### src/rtl/soc_riscv_dbg_jtag_tap.sv
// ----------------------------------------------------------------------------
// soc_riscv_dbg_jtag_tap
//   Oversampled IEEE 1149.1 TAP controller. The raw JTAG pins are brought into
//   the clk domain through 2-flop synchronizers. TCK edges are then detected as
//   single-clk pulses, so all TAP logic runs on clk.
//   The block implements:
//     - the 16-state TAP FSM,
//     - an instruction register,
//     - the IDCODE and BYPASS data registers.
//   The DEBUG data register belongs to the downstream debug unit. This block
//   drives it with one-clk capture/shift/update strobes.
//
// Ports
//   clk, rst        system clock, synchronous active-high reset
//   jtag_trstn      raw TAP reset (active-low, async to clk)
//   jtag_tck/tms/tdi raw JTAG inputs (async to clk)
//   jtag_tdo        registered TDO, updated on TCK fall
//   tap_reset       FSM is in Test-Logic-Reset
//   dbg_select      IR holds DEBUG_INSTR
//   dbg_capture_dr/dbg_shift_dr/dbg_update_dr  one-clk debug DR strobes
//   dbg_tdi         TDI bit accompanying dbg_shift_dr
//   dbg_tdo         serial output of the debug DR (LSB)
// ----------------------------------------------------------------------------
module soc_riscv_dbg_jtag_tap #(
  parameter int unsigned          IR_WIDTH     = 4,
  parameter logic [31:0]          IDCODE_VALUE = 32'h149511C3,
  parameter logic [IR_WIDTH-1:0]  IDCODE_INSTR = 4'b0001,
  parameter logic [IR_WIDTH-1:0]  DEBUG_INSTR  = 4'b1000,
  parameter logic [IR_WIDTH-1:0]  BYPASS_INSTR = 4'b1111
) (
  input  logic clk,
  input  logic rst,
  input  logic jtag_trstn,
  input  logic jtag_tck,
  input  logic jtag_tms,
  input  logic jtag_tdi,
  output logic jtag_tdo,
  output logic tap_reset,
  output logic dbg_select,
  output logic dbg_capture_dr,
  output logic dbg_shift_dr,
  output logic dbg_update_dr,
  output logic dbg_tdi,
  input  logic dbg_tdo
);

  typedef enum logic [3:0] {
    TLR, RTI,
    SEL_DR, CAP_DR, SHIFT_DR, EXIT1_DR, PAUSE_DR, EXIT2_DR, UPD_DR,
    SEL_IR, CAP_IR, SHIFT_IR, EXIT1_IR, PAUSE_IR, EXIT2_IR, UPD_IR
  } tap_state_e;

  // Synchronizer stages
  logic trstn_m_q, trstn_s_q;
  logic tck_m_q, tck_s_q, tck_d_q;
  logic tms_m_q, tms_s_q;
  logic tdi_m_q, tdi_s_q;

  tap_state_e          state_q;
  logic [IR_WIDTH-1:0] ir_q;
  logic [IR_WIDTH-1:0] ir_sr_q;
  logic [31:0]         idcode_sr_q;
  logic                bypass_q;
  logic                tdo_q;
  logic                cap_q, shift_q, upd_q, dbg_tdi_q;

  logic tck_rise, tck_fall;
  logic sel_debug, sel_idcode;

  assign tck_rise   = tck_s_q & ~tck_d_q;
  assign tck_fall   = ~tck_s_q & tck_d_q;
  // The DR select comes from the active IR, never from the shift stage.
  assign sel_debug  = (ir_q == DEBUG_INSTR);
  assign sel_idcode = (ir_q == IDCODE_INSTR);

  // Standard 1149.1 TMS-driven transitions
  function automatic tap_state_e next_state(input tap_state_e s, input logic tms);
    unique case (s)
      TLR:      next_state = tms ? TLR      : RTI;
      RTI:      next_state = tms ? SEL_DR   : RTI;
      SEL_DR:   next_state = tms ? SEL_IR   : CAP_DR;
      CAP_DR:   next_state = tms ? EXIT1_DR : SHIFT_DR;
      SHIFT_DR: next_state = tms ? EXIT1_DR : SHIFT_DR;
      EXIT1_DR: next_state = tms ? UPD_DR   : PAUSE_DR;
      PAUSE_DR: next_state = tms ? EXIT2_DR : PAUSE_DR;
      EXIT2_DR: next_state = tms ? UPD_DR   : SHIFT_DR;
      UPD_DR:   next_state = tms ? SEL_DR   : RTI;
      SEL_IR:   next_state = tms ? TLR      : CAP_IR;
      CAP_IR:   next_state = tms ? EXIT1_IR : SHIFT_IR;
      SHIFT_IR: next_state = tms ? EXIT1_IR : SHIFT_IR;
      EXIT1_IR: next_state = tms ? UPD_IR   : PAUSE_IR;
      PAUSE_IR: next_state = tms ? EXIT2_IR : PAUSE_IR;
      EXIT2_IR: next_state = tms ? UPD_IR   : SHIFT_IR;
      UPD_IR:   next_state = tms ? SEL_DR   : RTI;
      default:  next_state = TLR;
    endcase
  endfunction

  always_ff @(posedge clk) begin
    if (rst) begin
      trstn_m_q   <= 1'b1;
      trstn_s_q   <= 1'b1;
      tck_m_q     <= 1'b0;
      tck_s_q     <= 1'b0;
      tck_d_q     <= 1'b0;
      tms_m_q     <= 1'b0;
      tms_s_q     <= 1'b0;
      tdi_m_q     <= 1'b0;
      tdi_s_q     <= 1'b0;
      state_q     <= TLR;
      ir_q        <= IDCODE_INSTR;
      ir_sr_q     <= '0;
      idcode_sr_q <= IDCODE_VALUE;
      bypass_q    <= 1'b0;
      tdo_q       <= 1'b0;
      cap_q       <= 1'b0;
      shift_q     <= 1'b0;
      upd_q       <= 1'b0;
      dbg_tdi_q   <= 1'b0;
    end else begin
      trstn_m_q <= jtag_trstn;
      trstn_s_q <= trstn_m_q;
      tck_m_q   <= jtag_tck;
      tck_s_q   <= tck_m_q;
      tck_d_q   <= tck_s_q;
      tms_m_q   <= jtag_tms;
      tms_s_q   <= tms_m_q;
      tdi_m_q   <= jtag_tdi;
      tdi_s_q   <= tdi_m_q;

      // Strobes are single-cycle; the TCK phase constraint keeps them apart.
      cap_q     <= 1'b0;
      shift_q   <= 1'b0;
      upd_q     <= 1'b0;
      dbg_tdi_q <= tdi_s_q;

      if (!trstn_s_q) begin
        // TAP reset overrides any coincident TCK edge.
        state_q <= TLR;
        ir_q    <= IDCODE_INSTR;
        tdo_q   <= 1'b0;
      end else begin
        if (state_q == TLR) begin
          ir_q <= IDCODE_INSTR;
        end
        if (tck_rise) begin
          unique case (state_q)
            CAP_IR:   ir_sr_q <= IR_WIDTH'(2'b01);
            SHIFT_IR: ir_sr_q <= {tdi_s_q, ir_sr_q[IR_WIDTH-1:1]};
            UPD_IR:   ir_q    <= ir_sr_q;
            CAP_DR: begin
              idcode_sr_q <= IDCODE_VALUE;
              bypass_q    <= 1'b0;
              cap_q       <= sel_debug;
            end
            SHIFT_DR: begin
              idcode_sr_q <= {tdi_s_q, idcode_sr_q[31:1]};
              bypass_q    <= tdi_s_q;
              shift_q     <= sel_debug;
            end
            UPD_DR:   upd_q <= sel_debug;
            default: ;
          endcase
          state_q <= next_state(state_q, tms_s_q);
        end
        // On the falling edge state_q already holds the post-transition state.
        if (tck_fall) begin
          unique case (state_q)
            SHIFT_IR: tdo_q <= ir_sr_q[0];
            SHIFT_DR: tdo_q <= sel_debug  ? dbg_tdo        :
                               sel_idcode ? idcode_sr_q[0] : bypass_q;
            default:  tdo_q <= 1'b0;
          endcase
        end
      end
    end
  end

  assign jtag_tdo       = tdo_q;
  assign tap_reset      = (state_q == TLR);
  assign dbg_select     = sel_debug;
  assign dbg_capture_dr = cap_q;
  assign dbg_shift_dr   = shift_q;
  assign dbg_update_dr  = upd_q;
  assign dbg_tdi        = dbg_tdi_q;

endmodule

### config.mk
export PLATFORM = sky130hd
export DESIGN_NAME = soc_riscv_dbg_jtag_tap
export DESIGN_NICKNAME = d
export VERILOG_FILES = /design/src/rtl/soc_riscv_dbg_jtag_tap.sv
export SDC_FILE = /design/constraint.sdc
export NUM_CORES = 1
export LEC_CHECK = 0
export CAP_MARGIN = 10
export CORE_MARGIN = 1
export CORE_UTILIZATION = 40
export CTS_CLUSTER_DIAMETER = 150
export DETAILED_ROUTE_END_ITERATION = 7
export GPL_ROUTABILITY_DRIVEN = 0
export SLEW_MARGIN = 20
export SYNTH_ARGS = -nofsm -noshare
export SYNTH_HDL_FRONTEND = slang
export SYNTH_SLANG_ARGS = --single-unit
### constraint.sdc
create_clock -name clk -period 2.3 [get_ports clk]
set_input_delay 0.46 -clock clk [delete_from_list [all_inputs] [get_ports clk]]
set_output_delay 0.46 -clock clk [all_outputs]
set_load 0.01 [all_outputs]
==> metrics <==
status complete, no violations; fin cells 337; Crit. End Element primary output; DRT Wirelength 4270 um; # resized after CTS 0; IO Port Bufs 13; Seq pwr share 47.4%; largest cells by area after synthesis dfxtp_1 (51%), a22oi_1 (7.2%), nand2b_1 (4.9%); pin count of the biggest net entering global routing 24; met2 usage 24.2%; Pwr Density 795 nW/um^2; Syn Inst Count 246; leakage power 0.925 nW; WHS Path Cells 1; Clock Pin Slew Worst Setup and Hold Paths 60 ps; CTS tree done; r2r endpoint idcode_sr_q[2]; post-synth top area share 50.8%; Slew headroom 55.1%; Synth Flop Type dfxtp_1; Via Count 1760; Min-Delay Path Class reg2reg; HPWL after DPL 2770 um; VDD IR max 0.518 mV; Remaining Overflow, GRT 0; post-synth top area cell dfxtp_1; clk sink count 58; Antenna Cells 0; sequential share of the synthesized area 50.8%; hold wc startpoint trstn_m_q; clock latency on the worst-skew pair 330 ps; ys async rst share 0%; setup TNS 0 ps; clock skew 7.24 ps; final hold vios 0; io pins 14; Layout Nets 267; Comb pwr share 2.8%; fin crit period 2170 ps; Setup Fix Bufs, Post-CTS 0; routed len/inst 12.7 um; FF-to-FF Start state_q[2]; layout cell share with drive strength beyond 1 14.0%; Setup violations, final 0; Post-synth EDFFs 0; Worst Path Max Fanout 14; Mapped Area 2290 um^2; Yosys cell types 40; Bufs on Longest Clock Path 2; max-slew violation count 0; GRT Util Overall 16.0%; first-pass GRT wire length 7490 um; Post-synth top cells dfxtp_1 (58), nor2_1 (28), a22oi_1 (22), nand2b_1 (18), a21oi_1 (13); count leader, synth dfxtp_1; startpoint type of the worst setup path register; H-tree Lvls 3; R2R setup slack 350 ps; initial antenna violation count 0; Ys Warns 0; critical path required time 1840 ps; Syn Nets 253; num rows 27; Net Sw Power 415 uW; Slew @ Worst Pin 673 ps; initial core utilization 41.5%; die width 77.6 um; internal power 1.74 mW; FMAX 461 MHz; DRC violations left 0; die area 6020 um^2; core area 5510 um^2; met3 GRT Util 6.82%; Root Driver clkbuf_8; Syn-to-layout area delta 18.6%; hold endpoint trstn_s_q; reg2reg path depth 4; routing usage on met1 20.3%; RSZ-0062 raised after global routing no; drt first pass iters 5; total power 2.15 mW; routed vias/inst 5.22; switching share of power 19.2%; CTS Buf Count 9; vias in the first global route 1638; Yosys reg bits 58; antenna-violating nets left 0; clock share of power 49.8%; die height 77.6 um; Worst Path Arrival 1710 ps; maxcap violations 0; Final period util 94.3%; Hold-fix buffers, CTS 0; Avg Cell Area, Syn 9.29 um^2; Crit Path Class reg2out; 1st-iter DRT viols 95; placed cells 321; GRT busiest layer met2
==> through the flow <==
| stage | area, um^2 | setup WS, ps | util, % | hold WS [ps] |
|---|---|---|---|---|
| CTS | 2710 | 25.4 | 49.1 | 409 |
| finish | 2710 | 131 | 49.2 | 407 |
| global placement | 2470 | 362 | 44.8 | 396 |
| global route | 2710 | 11.3 | 49.2 | 422 |
| detailed placement | 2470 | 388 | 44.8 | 398 |
| floorplan | 2290 | 778 | - | 389 |
==> registers in the layout, indices dropped and copies added (netlist names) <==
| signal | count |
|---|---|
| dbg_capture_dr | 1 |
| dbg_shift_dr | 1 |
| dbg_tdi | 1 |
| dbg_update_dr | 1 |
| idcode_sr_q | 32 |
| ir_q | 4 |
| ir_sr_q | 4 |
| jtag_tdo | 1 |
| state_q | 4 |
| tck_d_q | 1 |
| tck_m_q | 1 |
| tck_s_q | 1 |
| tdi_m_q | 1 |
| tdi_s_q | 1 |
| tms_m_q | 1 |
| tms_s_q | 1 |
| trstn_m_q | 1 |
| trstn_s_q | 1 |
==> power groups by stage <==
stage	registers (mW)	clock network [mW]	logic, mW
6_report	1.02	1.07	0.0602
5_1_grt	1.02	1.15	0.0675
4_1_cts	1.02	1.10	0.0605
3_5_place_dp	1.04	0	0.0602
3_3_place_gp	1.04	0	0.0600
2_1_floorplan	1.04	0	0.0408
==> critical path: stages, from the launching register on <==
cell             delay, ps
dfxtp_1                440
nor4_2                 340
clkdlybuf4s50_1        590
==> layer usage <==
layer	wire, um	up-vias
met4	31	0
met2	1960	37
met3	201	4
met1	2070	815
li1	-	904
met5	0	-
==> worst max-delay path by stage <==
stage               depth (start not counted)        from              end  slack (ps)
floorplan                                   6  state_q[1]  idcode_sr_q[10]         780
global placement                            2  state_q[0]        tap_reset         360
detailed placement                          2  state_q[0]        tap_reset         390
CTS                                         2  state_q[0]        tap_reset          30
global route                                2  state_q[0]        tap_reset          10
finish                                      2  state_q[0]        tap_reset         130
==> logic make-up (layout without fill, tap and decap cells) <==
family / count (synthesis) / in the layout / synth area share (%)
AO/OA/AOI/OAI: 66 / 66 / 20.4
AND/OR/NAND/NOR: 94 / 94 / 22.1
buffers and inverters: 27 / 46 / 6.29
XOR/XNOR: 1 / 1 / 0.383
flip-flops: 58 / 58 / 50.8
==> layout by cell type, fill, tap and decap left out, drive strengths merged <==
cell | netlist | layout
clkdlybuf4s50 | 0 | 13
o21ai | 2 | 2
clkinv | 0 | 1
a2111oi | 1 | 1
and3b | 1 | 1
or3 | 1 | 1
nor4b | 2 | 2
inv | 6 | 6
a22oi | 24 | 24
or2 | 3 | 3
nor2b | 11 | 11
buf | 13 | 11
o22ai | 12 | 12
a22o | 1 | 1
bufinv | 0 | 2
nand2 | 9 | 9
a211o | 1 | 1
nand2b | 18 | 18
clkinvlp | 0 | 1
nor4 | 4 | 4
a311oi | 2 | 2
clkbuf | 8 | 12
a31oi | 1 | 1
nor3 | 5 | 5
a2bb2oi | 1 | 1
and3 | 1 | 1
o2111ai | 1 | 1
dfxtp | 58 | 58
nand3b | 2 | 2
o211ai | 3 | 3
o221ai | 1 | 1
xor2 | 1 | 1
a21oi | 13 | 13
or3b | 3 | 3
nor2 | 28 | 28
nand3 | 6 | 6
a211oi | 3 | 3
==> final cells by class <==
class	count	area, um^2
repair buffers	24	213
multi-input cells	161	987
clock buffers	12	165
clock inverters	4	72.6
well taps	72	90.1
fillers	501	2800
inverters	6	22.5
flip-flops and latches	58	1160
No activity file was read; power rests on OpenSTA's default activity.
